$ cat config.mk
export PLATFORM = sky130hd
export DESIGN_NAME = mips_if_bpu_flat
export DESIGN_NICKNAME = d
export VERILOG_FILES = /design/src/rtl/mips_if_bpu_pkg.sv /design/src/rtl/mips_if_bpu_if.sv /design/src/rtl/mips_if_bpu_bht.sv /design/src/rtl/mips_if_bpu.sv /design/src/flat_wrapper.sv
export SDC_FILE = /design/constraint.sdc
export NUM_CORES = 1
export LEC_CHECK = 0
export BUFFER_PORTS_ARGS = -buffer_cell sky130_fd_sc_hd__buf_2
export CAP_MARGIN = 0
export CORE_AREA = 2 2 96 98
export DETAILED_ROUTE_END_ITERATION = 10
export DIE_AREA = 0 0 98 100
export PLACE_DENSITY_LB_ADDON = 0.12
export SETUP_SLACK_MARGIN = 0.02
export SYNTH_ARGS = -nofsm -noshare
export SYNTH_HDL_FRONTEND = slang
export SYNTH_HIERARCHICAL = 1
export SYNTH_SLANG_ARGS = --single-unit
export TNS_END_PERCENT = 1
$ cat constraint.sdc
create_clock -name clk -period 3.7 [get_ports clk]
set_input_delay 0.37 -clock clk [delete_from_list [all_inputs] [get_ports clk]]
set_output_delay 0.37 -clock clk [all_outputs]
set_load 0.03 [all_outputs]
$ cat src/rtl/mips_if_bpu_pkg.sv
// Shared definitions for the IF-stage branch prediction unit: widths,
// FSM state encoding, BHT counter reset value and the saturating-counter step.
package mips_if_bpu_pkg;

    localparam int MIPS_ADDR_WIDTH  = 32;
    localparam int MIPS_RFIDX_WIDTH = 5;

    typedef enum logic {
        IDLE    = 1'b0,
        WAIT_RS = 1'b1
    } bpu_state_t;

    localparam logic [1:0] BHT_CNT_RST = 2'b01;

    // 2-bit saturating counter: taken counts up to 2'b11, not-taken down to 2'b00
    function automatic logic [1:0] satCount(input logic [1:0] cnt, input logic taken);
        logic [1:0] nxt;
        nxt = cnt;
        if (taken && cnt != 2'b11) begin
            nxt = cnt + 2'b01;
        end else if (!taken && cnt != 2'b00) begin
            nxt = cnt - 2'b01;
        end
        return nxt;
    endfunction

endpackage

$ cat src/rtl/mips_if_bpu_if.sv
// Bundle between the fetch sequencer / mini-decoder / EX resolution and the BPU.
// master = fetch side driving decode and update fields, slave = the BPU.
interface mips_if_bpu_if
    import mips_if_bpu_pkg::*;
#(
    parameter int ADDR_W  = MIPS_ADDR_WIDTH,
    parameter int RFIDX_W = MIPS_RFIDX_WIDTH
);
    logic               if_vld;
    logic [ADDR_W-1:0]  if_pc;
    logic [ADDR_W-1:0]  if_pc_incr;
    logic               dec_bjp;
    logic               dec_j;
    logic               dec_jal;
    logic               dec_jr;
    logic               dec_jalr;
    logic               dec_bxx;
    logic [ADDR_W-1:0]  dec_j_imm;
    logic [ADDR_W-1:0]  dec_b_imm;
    logic [RFIDX_W-1:0] dec_rs_idx;
    logic [ADDR_W-1:0]  jr_rs_val;
    logic               jr_rs_busy;
    logic               upd_vld;
    logic [ADDR_W-1:0]  upd_pc;
    logic               upd_taken;
    logic               flush;
    logic               prdt_vld;
    logic               prdt_taken;
    logic [ADDR_W-1:0]  prdt_pc;
    logic               bpu_wait;

    modport master (
        output if_vld, if_pc, if_pc_incr,
        output dec_bjp, dec_j, dec_jal, dec_jr, dec_jalr, dec_bxx,
        output dec_j_imm, dec_b_imm, dec_rs_idx,
        output jr_rs_val, jr_rs_busy,
        output upd_vld, upd_pc, upd_taken, flush,
        input  prdt_vld, prdt_taken, prdt_pc, bpu_wait
    );

    modport slave (
        input  if_vld, if_pc, if_pc_incr,
        input  dec_bjp, dec_j, dec_jal, dec_jr, dec_jalr, dec_bxx,
        input  dec_j_imm, dec_b_imm, dec_rs_idx,
        input  jr_rs_val, jr_rs_busy,
        input  upd_vld, upd_pc, upd_taken, flush,
        output prdt_vld, prdt_taken, prdt_pc, bpu_wait
    );

endinterface

$ cat src/rtl/mips_if_bpu_bht.sv
// Branch history table: BHT_DEPTH 2-bit saturating counters with one
// asynchronous read port and one update port written at the clock edge.
module mips_if_bht
    import mips_if_bpu_pkg::*;
#(
    parameter  int BHT_DEPTH = 64,
    localparam int BHT_IDX_W = $clog2(BHT_DEPTH)
) (
    input  logic                 clk,
    input  logic                 rst_n,
    input  logic [BHT_IDX_W-1:0] i_rd_idx,
    output logic [1:0]           o_rd_cnt,
    input  logic                 i_upd_vld,
    input  logic [BHT_IDX_W-1:0] i_upd_idx,
    input  logic                 i_upd_taken
);

    logic [1:0] r_cnt [BHT_DEPTH];

    always_ff @(posedge clk) begin
        if (!rst_n) begin
            for (int i = 0; i < BHT_DEPTH; i++) begin
                r_cnt[i] <= BHT_CNT_RST;
            end
        end else if (i_upd_vld) begin
            r_cnt[i_upd_idx] <= satCount(r_cnt[i_upd_idx], i_upd_taken);
        end
    end

    // No bypass: a same-cycle update is only visible after the edge
    assign o_rd_cnt = r_cnt[i_rd_idx];

endmodule

$ cat src/rtl/mips_if_bpu.sv
// IF-stage branch prediction unit. Define MIPS_BPU_BHT_EN for dynamic BHT
// prediction of Bxx; without it Bxx uses static backward-taken/forward-not-taken.
module mips_if_bpu
    import mips_if_bpu_pkg::*;
#(
    parameter int ADDR_W    = MIPS_ADDR_WIDTH,
    parameter int RFIDX_W   = MIPS_RFIDX_WIDTH,
    parameter int BHT_DEPTH = 64
) (
    input  logic          clk,
    input  logic          rst_n,
    mips_if_bpu_if.slave  bus
);

    localparam int BHT_IDX_W = $clog2(BHT_DEPTH);

    bpu_state_t        r_state;
    bpu_state_t        w_next;
    logic              w_is_jump;
    logic              w_is_jreg;
    logic              w_bxx_taken;
    logic [ADDR_W-1:0] w_b_target;
    logic              w_prdt_vld;
    logic              w_prdt_taken;
    logic [ADDR_W-1:0] w_prdt_pc;
    logic              w_bpu_wait;
    logic              w_unused;

    assign w_is_jump  = bus.dec_j | bus.dec_jal;
    assign w_is_jreg  = bus.dec_jr | bus.dec_jalr;
    assign w_b_target = bus.if_pc_incr + bus.dec_b_imm;

`ifdef MIPS_BPU_BHT_EN
    logic [1:0] w_rd_cnt;

    mips_if_bht #(
        .BHT_DEPTH (BHT_DEPTH)
    ) u_bht (
        .clk         (clk),
        .rst_n       (rst_n),
        .i_rd_idx    (bus.if_pc[BHT_IDX_W+1:2]),
        .o_rd_cnt    (w_rd_cnt),
        .i_upd_vld   (bus.upd_vld),
        .i_upd_idx   (bus.upd_pc[BHT_IDX_W+1:2]),
        .i_upd_taken (bus.upd_taken)
    );

    assign w_bxx_taken = w_rd_cnt[1];
`else
    assign w_bxx_taken = bus.dec_b_imm[ADDR_W-1];
`endif

    // Index bits, address tails and the regfile index are consumed elsewhere
    assign w_unused = ^{bus.if_pc, bus.upd_pc, bus.upd_vld, bus.upd_taken, bus.dec_rs_idx};

    always_ff @(posedge clk) begin
        if (!rst_n) begin
            r_state <= IDLE;
        end else begin
            r_state <= w_next;
        end
    end

    always_comb begin
        w_next = r_state;
        if (bus.flush) begin
            w_next = IDLE;
        end else begin
            case (r_state)
                IDLE: begin
                    if (bus.if_vld && bus.dec_bjp && w_is_jreg && bus.jr_rs_busy) begin
                        w_next = WAIT_RS;
                    end
                end
                WAIT_RS: begin
                    if (!bus.jr_rs_busy) begin
                        w_next = IDLE;
                    end
                end
                default: w_next = IDLE;
            endcase
        end
    end

    // Flush and reset both silence the outputs in the same cycle
    always_comb begin
        w_prdt_vld   = 1'b0;
        w_prdt_taken = 1'b0;
        w_prdt_pc    = '0;
        w_bpu_wait   = 1'b0;
        if (rst_n && !bus.flush) begin
            if (r_state == WAIT_RS) begin
                if (bus.jr_rs_busy) begin
                    w_bpu_wait = 1'b1;
                end else begin
                    w_prdt_vld   = 1'b1;
                    w_prdt_taken = 1'b1;
                    w_prdt_pc    = bus.jr_rs_val;
                end
            end else if (bus.if_vld && bus.dec_bjp) begin
                if (w_is_jump) begin
                    w_prdt_vld   = 1'b1;
                    w_prdt_taken = 1'b1;
                    w_prdt_pc    = bus.dec_j_imm;
                end else if (w_is_jreg) begin
                    if (bus.jr_rs_busy) begin
                        w_bpu_wait = 1'b1;
                    end else begin
                        w_prdt_vld   = 1'b1;
                        w_prdt_taken = 1'b1;
                        w_prdt_pc    = bus.jr_rs_val;
                    end
                end else if (bus.dec_bxx) begin
                    w_prdt_vld   = 1'b1;
                    w_prdt_taken = w_bxx_taken;
                    w_prdt_pc    = w_b_target;
                end
            end
        end
    end

    assign bus.prdt_vld   = w_prdt_vld;
    assign bus.prdt_taken = w_prdt_taken;
    assign bus.prdt_pc    = w_prdt_pc;
    assign bus.bpu_wait   = w_bpu_wait;

endmodule

$ cat src/flat_wrapper.sv
// flat-port wrapper written by rule: the top's interface ports become plain ports
module mips_if_bpu_flat import mips_if_bpu_pkg::*;
#(
    parameter int ADDR_W    = MIPS_ADDR_WIDTH,
    parameter int RFIDX_W   = MIPS_RFIDX_WIDTH,
    parameter int BHT_DEPTH = 64
)
  (clk, rst_n, bus_if_vld, bus_if_pc, bus_if_pc_incr, bus_dec_bjp, bus_dec_j, bus_dec_jal, bus_dec_jr, bus_dec_jalr, bus_dec_bxx, bus_dec_j_imm, bus_dec_b_imm, bus_dec_rs_idx, bus_jr_rs_val, bus_jr_rs_busy, bus_upd_vld, bus_upd_pc, bus_upd_taken, bus_flush, bus_prdt_vld, bus_prdt_taken, bus_prdt_pc, bus_bpu_wait);
  mips_if_bpu_if #(.ADDR_W(ADDR_W), .RFIDX_W(RFIDX_W)) bus_i ();
  input  logic clk;
  input  logic rst_n;
  input wire logic [$bits(bus_i.if_vld)-1:0] bus_if_vld;
  input wire logic [$bits(bus_i.if_pc)-1:0] bus_if_pc;
  input wire logic [$bits(bus_i.if_pc_incr)-1:0] bus_if_pc_incr;
  input wire logic [$bits(bus_i.dec_bjp)-1:0] bus_dec_bjp;
  input wire logic [$bits(bus_i.dec_j)-1:0] bus_dec_j;
  input wire logic [$bits(bus_i.dec_jal)-1:0] bus_dec_jal;
  input wire logic [$bits(bus_i.dec_jr)-1:0] bus_dec_jr;
  input wire logic [$bits(bus_i.dec_jalr)-1:0] bus_dec_jalr;
  input wire logic [$bits(bus_i.dec_bxx)-1:0] bus_dec_bxx;
  input wire logic [$bits(bus_i.dec_j_imm)-1:0] bus_dec_j_imm;
  input wire logic [$bits(bus_i.dec_b_imm)-1:0] bus_dec_b_imm;
  input wire logic [$bits(bus_i.dec_rs_idx)-1:0] bus_dec_rs_idx;
  input wire logic [$bits(bus_i.jr_rs_val)-1:0] bus_jr_rs_val;
  input wire logic [$bits(bus_i.jr_rs_busy)-1:0] bus_jr_rs_busy;
  input wire logic [$bits(bus_i.upd_vld)-1:0] bus_upd_vld;
  input wire logic [$bits(bus_i.upd_pc)-1:0] bus_upd_pc;
  input wire logic [$bits(bus_i.upd_taken)-1:0] bus_upd_taken;
  input wire logic [$bits(bus_i.flush)-1:0] bus_flush;
  output wire logic [$bits(bus_i.prdt_vld)-1:0] bus_prdt_vld;
  output wire logic [$bits(bus_i.prdt_taken)-1:0] bus_prdt_taken;
  output wire logic [$bits(bus_i.prdt_pc)-1:0] bus_prdt_pc;
  output wire logic [$bits(bus_i.bpu_wait)-1:0] bus_bpu_wait;
  assign bus_i.if_vld = bus_if_vld;
  assign bus_i.if_pc = bus_if_pc;
  assign bus_i.if_pc_incr = bus_if_pc_incr;
  assign bus_i.dec_bjp = bus_dec_bjp;
  assign bus_i.dec_j = bus_dec_j;
  assign bus_i.dec_jal = bus_dec_jal;
  assign bus_i.dec_jr = bus_dec_jr;
  assign bus_i.dec_jalr = bus_dec_jalr;
  assign bus_i.dec_bxx = bus_dec_bxx;
  assign bus_i.dec_j_imm = bus_dec_j_imm;
  assign bus_i.dec_b_imm = bus_dec_b_imm;
  assign bus_i.dec_rs_idx = bus_dec_rs_idx;
  assign bus_i.jr_rs_val = bus_jr_rs_val;
  assign bus_i.jr_rs_busy = bus_jr_rs_busy;
  assign bus_i.upd_vld = bus_upd_vld;
  assign bus_i.upd_pc = bus_upd_pc;
  assign bus_i.upd_taken = bus_upd_taken;
  assign bus_i.flush = bus_flush;
  assign bus_prdt_vld = bus_i.prdt_vld;
  assign bus_prdt_taken = bus_i.prdt_taken;
  assign bus_prdt_pc = bus_i.prdt_pc;
  assign bus_bpu_wait = bus_i.bpu_wait;
  mips_if_bpu #(.ADDR_W(ADDR_W), .RFIDX_W(RFIDX_W), .BHT_DEPTH(BHT_DEPTH)) u_core (.clk(clk), .rst_n(rst_n), .bus(bus_i));
endmodule
==> run summary, run 1 <==
fin area: 4170 um2
I/O pins: 245
Cell variety after synth: 71
GPL Wtd Cong: 0.917
CP required: 3.33 ns
Final Hold Fails: 0
Post-Syn Area: 3200 um2
share of post-route cells with drive strength above 1: 29.8%
DR vias: 4627
worst IR drop on VDD: 0.0614 mV
CP Capture Type: primary output
nets: 901
Hold Crit Class: reg -> reg
GRT Total Usage: 26.3%
DRC: 0
met1 GRT Util: 37.3%
initial DRC count: 226
most common cell after layout, fill and taps aside: buf_2
RSZ-0062 raised after global routing: false
main flop type after synthesis: dfxtp_1
top cells by area, synth: ha_1 (12%), o21ai_0 (9.4%), a21oi_1 (6.9%)
Ys Warns: 6
Tmin final: 3.33 ns
Vias/cell: 6.02
IO Port Bufs: 173
syn nets: 748
height of the die: 100 um
top-area cell type share of the netlist area: 12.1%
Post-synth EDFFs: 0
PD cells: 131 nW/um2
Max Cap Viol: 0
Slew Limit Fails: 0
WL final: 13700 um
placed cell areas: 4170 um2
FP Rows: 35
FF-to-FF Start: u_core/r_state$_SDFF_PN0_
Reg power frac: 2.1%
DRT Pass-1 Iters: 4
Critical Path Start: bus_if_pc_incr[0]
Die W: 98 um
gr busiest metal: met2
Fill cells: 988
met2 Use GR: 44.8%
RR Endpoint: u_core/r_state$_SDFF_PN0_
core outline area: 8890 um2
antenna-violating nets left: 0
Tcrit/Tclk final: 90.0%
CP arrival: 2.96 ns
post-CTS setup buffer count: 0
Largest register FFs: 1
most flop-heavy register: u_core/r_state
die area: 9800 um2
PostCTS Resize Cnt: 0
Antenna Cells: 0
FF+latch count, synth: 1
first-pass GRT wire length: 21600 um
Sw Share: 58.5%
Post-synth ARST share: 0%
Max Fclk: 300 MHz
Largest regs: u_core/r_state (1)
leakage power: 1.94 nW
most frequent cells in the layout: buf_2 (173), o21ai_0 (60), nand2_1 (44), nor2_1 (44), a21oi_1 (44)
status: finished, final reports clean
Seq/Total Area, Yosys: 0.626%
vias in the first global route: 4246
Internal: 0.226 mW
hold_buf cts: 0
Tot Pwr: 0.544 mW
area leader, netlist: ha_1
R2R Setup Slk: 2.82 ns
Max-slew headroom: 57.7%
Switch Pwr: 0.318 mW
WL per Instance: 17.8 um
initial cell density of the core: 36.0%
antenna violations before repair: 0
Worst Setup EP: bus_prdt_pc[18]
Worst Skew: 0 ns
area grow syn2layout: 30.3%
Final setup viols: 0
gate count after technology mapping: 506
Clk Latency, worst-skew pair: 0 ns
Combinational Power Share: 97.9%
M3 GR Usage: 1.74%
Crit Path Class: in -> out
pin count of the biggest net entering global routing: 42
Setup TNS: 0 ns
clk slew on worst S/H paths: 0 ns
Clk pwr share: 0%
FF-to-FF path depth: 3
CP Max Fanout: 3
Worst-Margin Slew: 0.632 ns
DP HPWL: 11000 um
syn_area_per_cell: 6.32 um2
GRT overflow: 0
CP startpoint kind: input port
worst min-delay path by stage:
| stage | end | slack [ns] | startpoint | cells after the start |
|---|---|---|---|---|
| floorplan | u_core/r_state$_SDFF_PN0_ | 0.70 | u_core/r_state$_SDFF_PN0_ | 3 |
| global placement | u_core/r_state$_SDFF_PN0_ | 0.71 | u_core/r_state$_SDFF_PN0_ | 3 |
| detailed placement | u_core/r_state$_SDFF_PN0_ | 0.72 | u_core/r_state$_SDFF_PN0_ | 3 |
| CTS | u_core/r_state$_SDFF_PN0_ | 0.72 | u_core/r_state$_SDFF_PN0_ | 3 |
| global route | u_core/r_state$_SDFF_PN0_ | 0.77 | u_core/r_state$_SDFF_PN0_ | 3 |
| finish | u_core/r_state$_SDFF_PN0_ | 0.72 | u_core/r_state$_SDFF_PN0_ | 3 |
area by class of cell:
type | count | area, um2 | area share, %
Inverter | 11 | 41.3 | 0.991
Sequential cell | 1 | 20.0 | 0.480
Tap cell | 111 | 139 | 3.33
Multi-Input combinational cell | 461 | 3020 | 72.4
Timing Repair Buffer | 184 | 948 | 22.8
metrics by stage:
step	instances	utilization, %	setup slack [ns]	hold slack [ns]
6_report	768	46.9	0.368	0.722
5_1_grt	768	46.9	0.171	0.771
4_1_cts	768	46.9	0.382	0.720
3_5_place_dp	768	46.9	0.419	0.721
3_3_place_gp	768	46.9	0.424	0.711
2_1_floorplan	506	-	0.216	0.702
worst max-delay path, cell delays in order:
cell and delay, ns:
buf_2 0.08, ha_1 0.16, inv_1 0.06, fa_1 0.38, nor2b_1 0.25, o2111ai_1 0.19, a21bo_2 0.26, a31oi_2 0.22
o32a_1 0.29, xnor2_1 0.10, o311ai_0 0.34, buf_2 0.27
logic make-up (layout without fill, tap and decap cells):
family,after synthesis,in the layout,share of synthesized area (%)
XOR/XNOR,15,15,4.11
multiplexers,2,2,0.626
adder cells (fa/ha/maj),32,32,12.8
flip-flops,1,1,0.626
buffers and inverters,44,195,5.21
AND/OR/NAND/NOR,191,191,30.1
AO/OA/AOI/OAI,221,221,46.6
synth_stat cells, types with 4 or more instances:
| cell | number |
|---|---|
| o31ai_1 | 4 |
| a22oi_1 | 5 |
| nor3_1 | 14 |
| xor2_1 | 8 |
| nor2_1 | 45 |
| nor3b_1 | 6 |
| inv_1 | 10 |
| nor2b_1 | 15 |
| nand3_1 | 20 |
| nand4_1 | 7 |
| a21oi_1 | 44 |
| nand2_1 | 44 |
| o21bai_1 | 4 |
| and2_1 | 8 |
| a221o_1 | 4 |
| o211ai_1 | 9 |
| a31oi_1 | 6 |
| a21o_1 | 12 |
| and3_1 | 9 |
| o21ai_0 | 60 |
| o2111ai_1 | 4 |
| ha_1 | 31 |
| xnor2_1 | 7 |
| o22ai_1 | 4 |
| or3_1 | 7 |
| o21a_1 | 11 |
| a32oi_1 | 6 |
| clkbuf_1 | 31 |
| o311ai_0 | 6 |
power groups by stage:
| stage | registers [mW] | clock network [mW] | logic [mW] |
|---|---|---|---|
| 6_report | 0.0113 | 0 | 0.533 |
| 5_1_grt | 0.0113 | 0 | 0.584 |
| 4_1_cts | 0.0113 | 0 | 0.526 |
| 3_5_place_dp | 0.0113 | 0 | 0.522 |
| 3_3_place_gp | 0.0113 | 0 | 0.520 |
| 2_1_floorplan | 0.0114 | 0 | 0.336 |
per-layer routing:
| metal | part of all wire (%) | wire, um |
|---|---|---|
| met1 | 46 | 6250 |
| met2 | 46 | 6340 |
| met3 | 7.2 | 981 |
| met4 | 0.93 | 128 |
| met5 | 0 | 0 |
Power figures use the tool's default switching activity.
==> run 2: changes to the inputs <==
--- a/config.mk
+++ b/config.mk
@@ -7,9 +7,10 @@
 export LEC_CHECK = 0
 export BUFFER_PORTS_ARGS = -buffer_cell sky130_fd_sc_hd__buf_2
 export CAP_MARGIN = 0
-export CORE_AREA = 2 2 96 98
+export CORE_ASPECT_RATIO = 0.6
+export CORE_MARGIN = 2
+export CORE_UTILIZATION = 40
 export DETAILED_ROUTE_END_ITERATION = 10
-export DIE_AREA = 0 0 98 100
 export PLACE_DENSITY_LB_ADDON = 0.12
 export SETUP_SLACK_MARGIN = 0.02
 export SYNTH_ARGS = -nofsm -noshare
==> run 2 against run 1 <==
Global-route usage is 5.0 points higher. Register-to-register slack lost 0.03 ns. Combinational power up 3%. Setup slack lost 0.20 ns. Sequential share of layout area is essentially flat. Clock skew is the same. Wire length up 6.3%. Final cell count is 0.13% higher. Sequential power about the same. Via count is 5.0% higher. Power grew 2.8%. Critical path type unchanged. Largest cell class unchanged. Largest power group unchanged. Highest routed layer unchanged.
==> run summary, run 2 (synthesized netlist as in run 1, its figures left out) <==
status: finished, final reports clean
antenna violations before repair: 1
Largest regs: u_core/r_state (1)
Slew Limit Fails: 0
core outline area: 7820 um2
placed cell areas: 4190 um2
height of the die: 73.2 um
Setup TNS: 0 ns
leakage power: 1.95 nW
Tcrit/Tclk final: 95.4%
crit path cell chain: buf_2 -> ha_1 -> inv_1 -> fa_1 -> nor2b_1 -> o2111ai_1 -> a21bo_2 -> a31oi_2 -> o32a_1 -> xnor2_1 -> o311ai_0 -> buf_2
FP Rows: 25
GRT overflow: 0
vias in the first global route: 4272
FF-to-FF Start: u_core/r_state$_SDFF_PN0_
WL final: 14600 um
Final Hold Slack: 0.749 ns
I/O pins: 245
PD cells: 134 nW/um2
CP Max Fanout: 3
share of post-route cells with drive strength above 1: 30.2%
Hold Crit Start: u_core/r_state$_SDFF_PN0_
Largest register FFs: 1
DRC: 0
Tmin final: 3.53 ns
initial DRC count: 585
delay of the slowest critical-path stage: 0.52 ns
CP startpoint kind: input port
DP HPWL: 11600 um
DRT Pass-1 Iters: 5
nets: 904
Worst-Margin Slew: 0.661 ns
IO Port Bufs: 173
Vias/cell: 6.32
Max-slew headroom: 55.7%
PostCTS Resize Cnt: 0
Tot Pwr: 0.559 mW
fin area: 4190 um2
antenna-violating nets left: 0
Critical Path Start: bus_if_pc_incr[0]
most common cell after layout, fill and taps aside: buf_2
DR vias: 4857
first-pass GRT wire length: 22000 um
area grow syn2layout: 31.0%
post-CTS setup buffer count: 0
hold_buf cts: 0
Max Fclk: 283 MHz
Max Cap Viol: 0
worst IR drop on VDD: 0.0697 mV
Util after Layout: 53.6%
Fill cells: 834
die area: 8750 um2
slowest library cell on the worst path: o311ai_0
Top cell by count, worst path: buf_2
pin count of the biggest net entering global routing: 42
most flop-heavy register: u_core/r_state
Final Hold Fails: 0
hold depth: 3
Clk Latency, worst-skew pair: 0 ns
Die W: 119 um
most frequent cells in the layout: buf_2 (173), o21ai_0 (60), nand2_1 (44), nor2_1 (44), a21oi_1 (44)
Final setup viols: 0
FF-to-FF path depth: 3
Hold Crit Class: reg -> reg
CP Capture Type: primary output
Worst Skew: 0 ns
initial cell density of the core: 40.9%
clk slew on worst S/H paths: 0 ns
WL per Instance: 18.9 um
Crit Path Class: in -> out
CP arrival: 3.16 ns
GPL Wtd Cong: 1.01
CP required: 3.33 ns
RSZ-0062 raised after global routing: false
GRT Total Usage: 31.3%
[run 2: cell types whose count changed in the layout (fill, tap and decap cells not counted)]
cell,before,now
buf_4,11,14
diode_2,0,1
[run 2: worst paths after layout]
kind | to | slack [ns]
max | bus_prdt_pc[18] | 0.17
min | u_core/r_state$_SDFF_PN0_ | 0.75
max reg2reg | u_core/r_state$_SDFF_PN0_ | 2.79
min reg2reg | u_core/r_state$_SDFF_PN0_ | 0.75
[run 2: stage by stage]
| stage | setup WS (ns) | cells |
|---|---|---|
| CTS | 0.300 | 768 |
| floorplan | 0.216 | 506 |
| finish | 0.172 | 769 |
| global placement | 0.282 | 768 |
| detailed placement | 0.316 | 768 |
| global route | 0.0801 | 768 |
[run 2: final cells by class]
type                    instances  area (um2)  area share [%]
well taps                     108         135            3.23
flip-flops and latches          1        20.0           0.478
repair buffers                187         971            23.2
diodes                          1        2.50          0.0598
multi-input cells             461        3020            72.1
inverters                      11        41.3           0.986
[run 2: power by group]
part	switching, mW	leakage (nW)	internal [mW]
Clock	0	0.00000634	0.0000000362
Sequential	0.0000959	0.00809	0.0112
Combinational	0.329	1.94	0.219
[run 2: worst max-delay path: cells and delay by family]
family	cells	cell delay, ns
and+or+nand+nor	1	0.17
buffers and inverters	3	0.45
xor gates and xnor gates	1	0.08
adders and majority gates	2	0.55
AOI/OAI and AO/OA	5	1.52
[run 2: layer usage]
metal,up-vias,track usage (%),wire [um],share of wire [%]
met1,2245,47.0,6460,44
met5,-,0,0,0
li1,2269,-,-,-
met4,0,4.58,104,0.71
met2,329,46.0,5890,40
met3,14,7.34,2100,14
==> run 3: changes to the inputs <==
==> constraint.sdc (replaced) <==
create_clock -name clk -period 3.6 [get_ports clk]
set_input_delay 0.36 -clock clk [delete_from_list [all_inputs] [get_ports clk]]
set_output_delay 0.36 -clock clk [all_outputs]
set_load 0.03 [all_outputs]
==> run 3 against run 2 <==
Sequential cell count is the same. Register-to-register slack lost 0.19 ns. Final area is essentially flat. First-iteration DRC count grew 3.8%. Power grew 2.3%. Combinational power grew 2%. Sequential share of layout area is essentially flat. Setup slack gained 0.087 ns. Global-route usage shrank 0.074 points. Worst hold slack gained 0.046 ns. Critical path type unchanged. Largest cell class unchanged.
==> run summary, run 3 (synthesized netlist as in run 1, its figures left out) <==
status: finished, final reports clean
Worst Skew: 0 ns
fin cells: 768
height of the die: 73.2 um
vias in the first global route: 4079
RSZ-0062 raised after global routing: false
Final Hold Fails: 0
WL final: 14300 um
CP Max Fanout: 3
Tcrit/Tclk final: 92.8%
most frequent cells in the layout: buf_2 (173), o21ai_0 (60), nand2_1 (44), nor2_1 (44), a21oi_1 (44)
post-CTS setup buffer count: 0
most common cell after layout, fill and taps aside: buf_2
R2R Setup Slk: 2.60 ns
nets: 904
DRC: 0
GRT overflow: 0
share of post-route cells with drive strength above 1: 30.2%
FF-to-FF path depth: 3
DR vias: 4832
most flop-heavy register: u_core/r_state
Setup TNS: 0 ns
Vias/cell: 6.29
DP HPWL: 11400 um
DRT Pass-1 Iters: 5
first-pass GRT wire length: 21900 um
antenna violations before repair: 0
I/O pins: 245
met2 Use GR: 45.5%
Critical Path Start: bus_if_pc_incr[0]
initial DRC count: 607
Inst Count DP: 768
initial cell density of the core: 40.9%
WL per Instance: 18.6 um
GPL Wtd Cong: 0.983
PD cells: 137 nW/um2
Max Cap Viol: 0
CP arrival: 2.98 ns
Crit Path Class: in -> out
setup ws final: 0.259 ns
CP Capture Type: primary output
pin count of the biggest net entering global routing: 42
Die W: 119 um
core outline area: 7820 um2
CP required: 3.24 ns
Max Fclk: 299 MHz
gr busiest metal: met1
area grow syn2layout: 30.9%
Hold Crit Class: reg -> reg
Largest regs: u_core/r_state (1)
antenna-violating nets left: 0
die area: 8750 um2
Worst-Margin Slew: 0.675 ns
Slew Limit Fails: 0
Worst Setup EP: bus_prdt_pc[22]
Max-slew headroom: 54.8%
CP startpoint kind: input port
GRT Total Usage: 31.3%
pre-CTS setup slack: 0.170 ns
Final setup viols: 0
FF-to-FF Start: u_core/r_state$_SDFF_PN0_
M3 GR Usage: 4.61%
leakage power: 1.95 nW
worst IR drop on VDD: 0.0781 mV
clk slew on worst S/H paths: 0 ns
FP Rows: 25
Antenna Cells: 0
Clk Latency, worst-skew pair: 0 ns
IO Port Bufs: 173
Largest register FFs: 1
RR Endpoint: u_core/r_state$_SDFF_PN0_
met1 GRT Util: 49.7%
Tmin final: 3.34 ns
## run 3: worst min path at each step
stage                                endpoint                       from  slack [ns]  depth (start not counted)
finish              u_core/r_state$_SDFF_PN0_  u_core/r_state$_SDFF_PN0_        0.80                          3
global route        u_core/r_state$_SDFF_PN0_  u_core/r_state$_SDFF_PN0_        0.89                          3
CTS                 u_core/r_state$_SDFF_PN0_  u_core/r_state$_SDFF_PN0_        0.79                          3
detailed placement  u_core/r_state$_SDFF_PN0_  u_core/r_state$_SDFF_PN0_        0.79                          3
global placement    u_core/r_state$_SDFF_PN0_  u_core/r_state$_SDFF_PN0_        0.79                          3
floorplan           u_core/r_state$_SDFF_PN0_  u_core/r_state$_SDFF_PN0_        0.70                          3
## run 3: final cells by class
| cell class | instances | area [um2] |
|---|---|---|
| Fill cell | 836 | 3630 |
| Multi-Input combinational cell | 461 | 3020 |
| Timing Repair Buffer | 187 | 971 |
| Tap cell | 108 | 135 |
| Inverter | 11 | 41.3 |
| Sequential cell | 1 | 20.0 |
## run 3: through the flow
stage / area (um2) / total power [mW] / utilization (%) / hold WS (ns)
after global placement: 4190 / 0.545 / 53.5 / 0.792
after global routing: 4190 / 0.620 / 53.5 / 0.894
after floorplan: 3200 / 0.357 / - / 0.702
after CTS: 4190 / 0.557 / 53.5 / 0.790
final: 4190 / 0.572 / 53.5 / 0.795
after detailed placement: 4190 / 0.553 / 53.5 / 0.788
## run 3: worst max-delay path, cell delays in order
cell and delay (ns):
buf_2 0.08, ha_1 0.17, inv_1 0.06, fa_1 0.38, nor2b_1 0.18, o2111ai_1 0.20, a21bo_2 0.28, a31oi_2 0.25
o21ai_0 0.22, mux2i_1 0.16, a221oi_1 0.37, buf_2 0.27
## run 3: timing repair
| action | CTS | global route |
|---|---|---|
| resized for setup | 0 | 1 |
| hold endpoints to repair | 0 | 0 |
| endpoints found under the setup margin | 0 | 1 |
| hold buffers | 0 | 0 |
## run 3: layer usage
layer  vias up  part of all wire (%)
li1       2269                     -
met1      2255                    47
met2       296                    40
met3        12                    13
met4         0                  0.70
met5         -                     0
## run 3: power breakdown
group	internal (mW)	switching, mW	total (mW)	leakage (nW)
sequential	0.0115	0.000340	0.0118	0.00809
clock	0	0	0	0
combinational	0.225	0.336	0.560	1.94
total	0.236	0.336	0.572	1.95
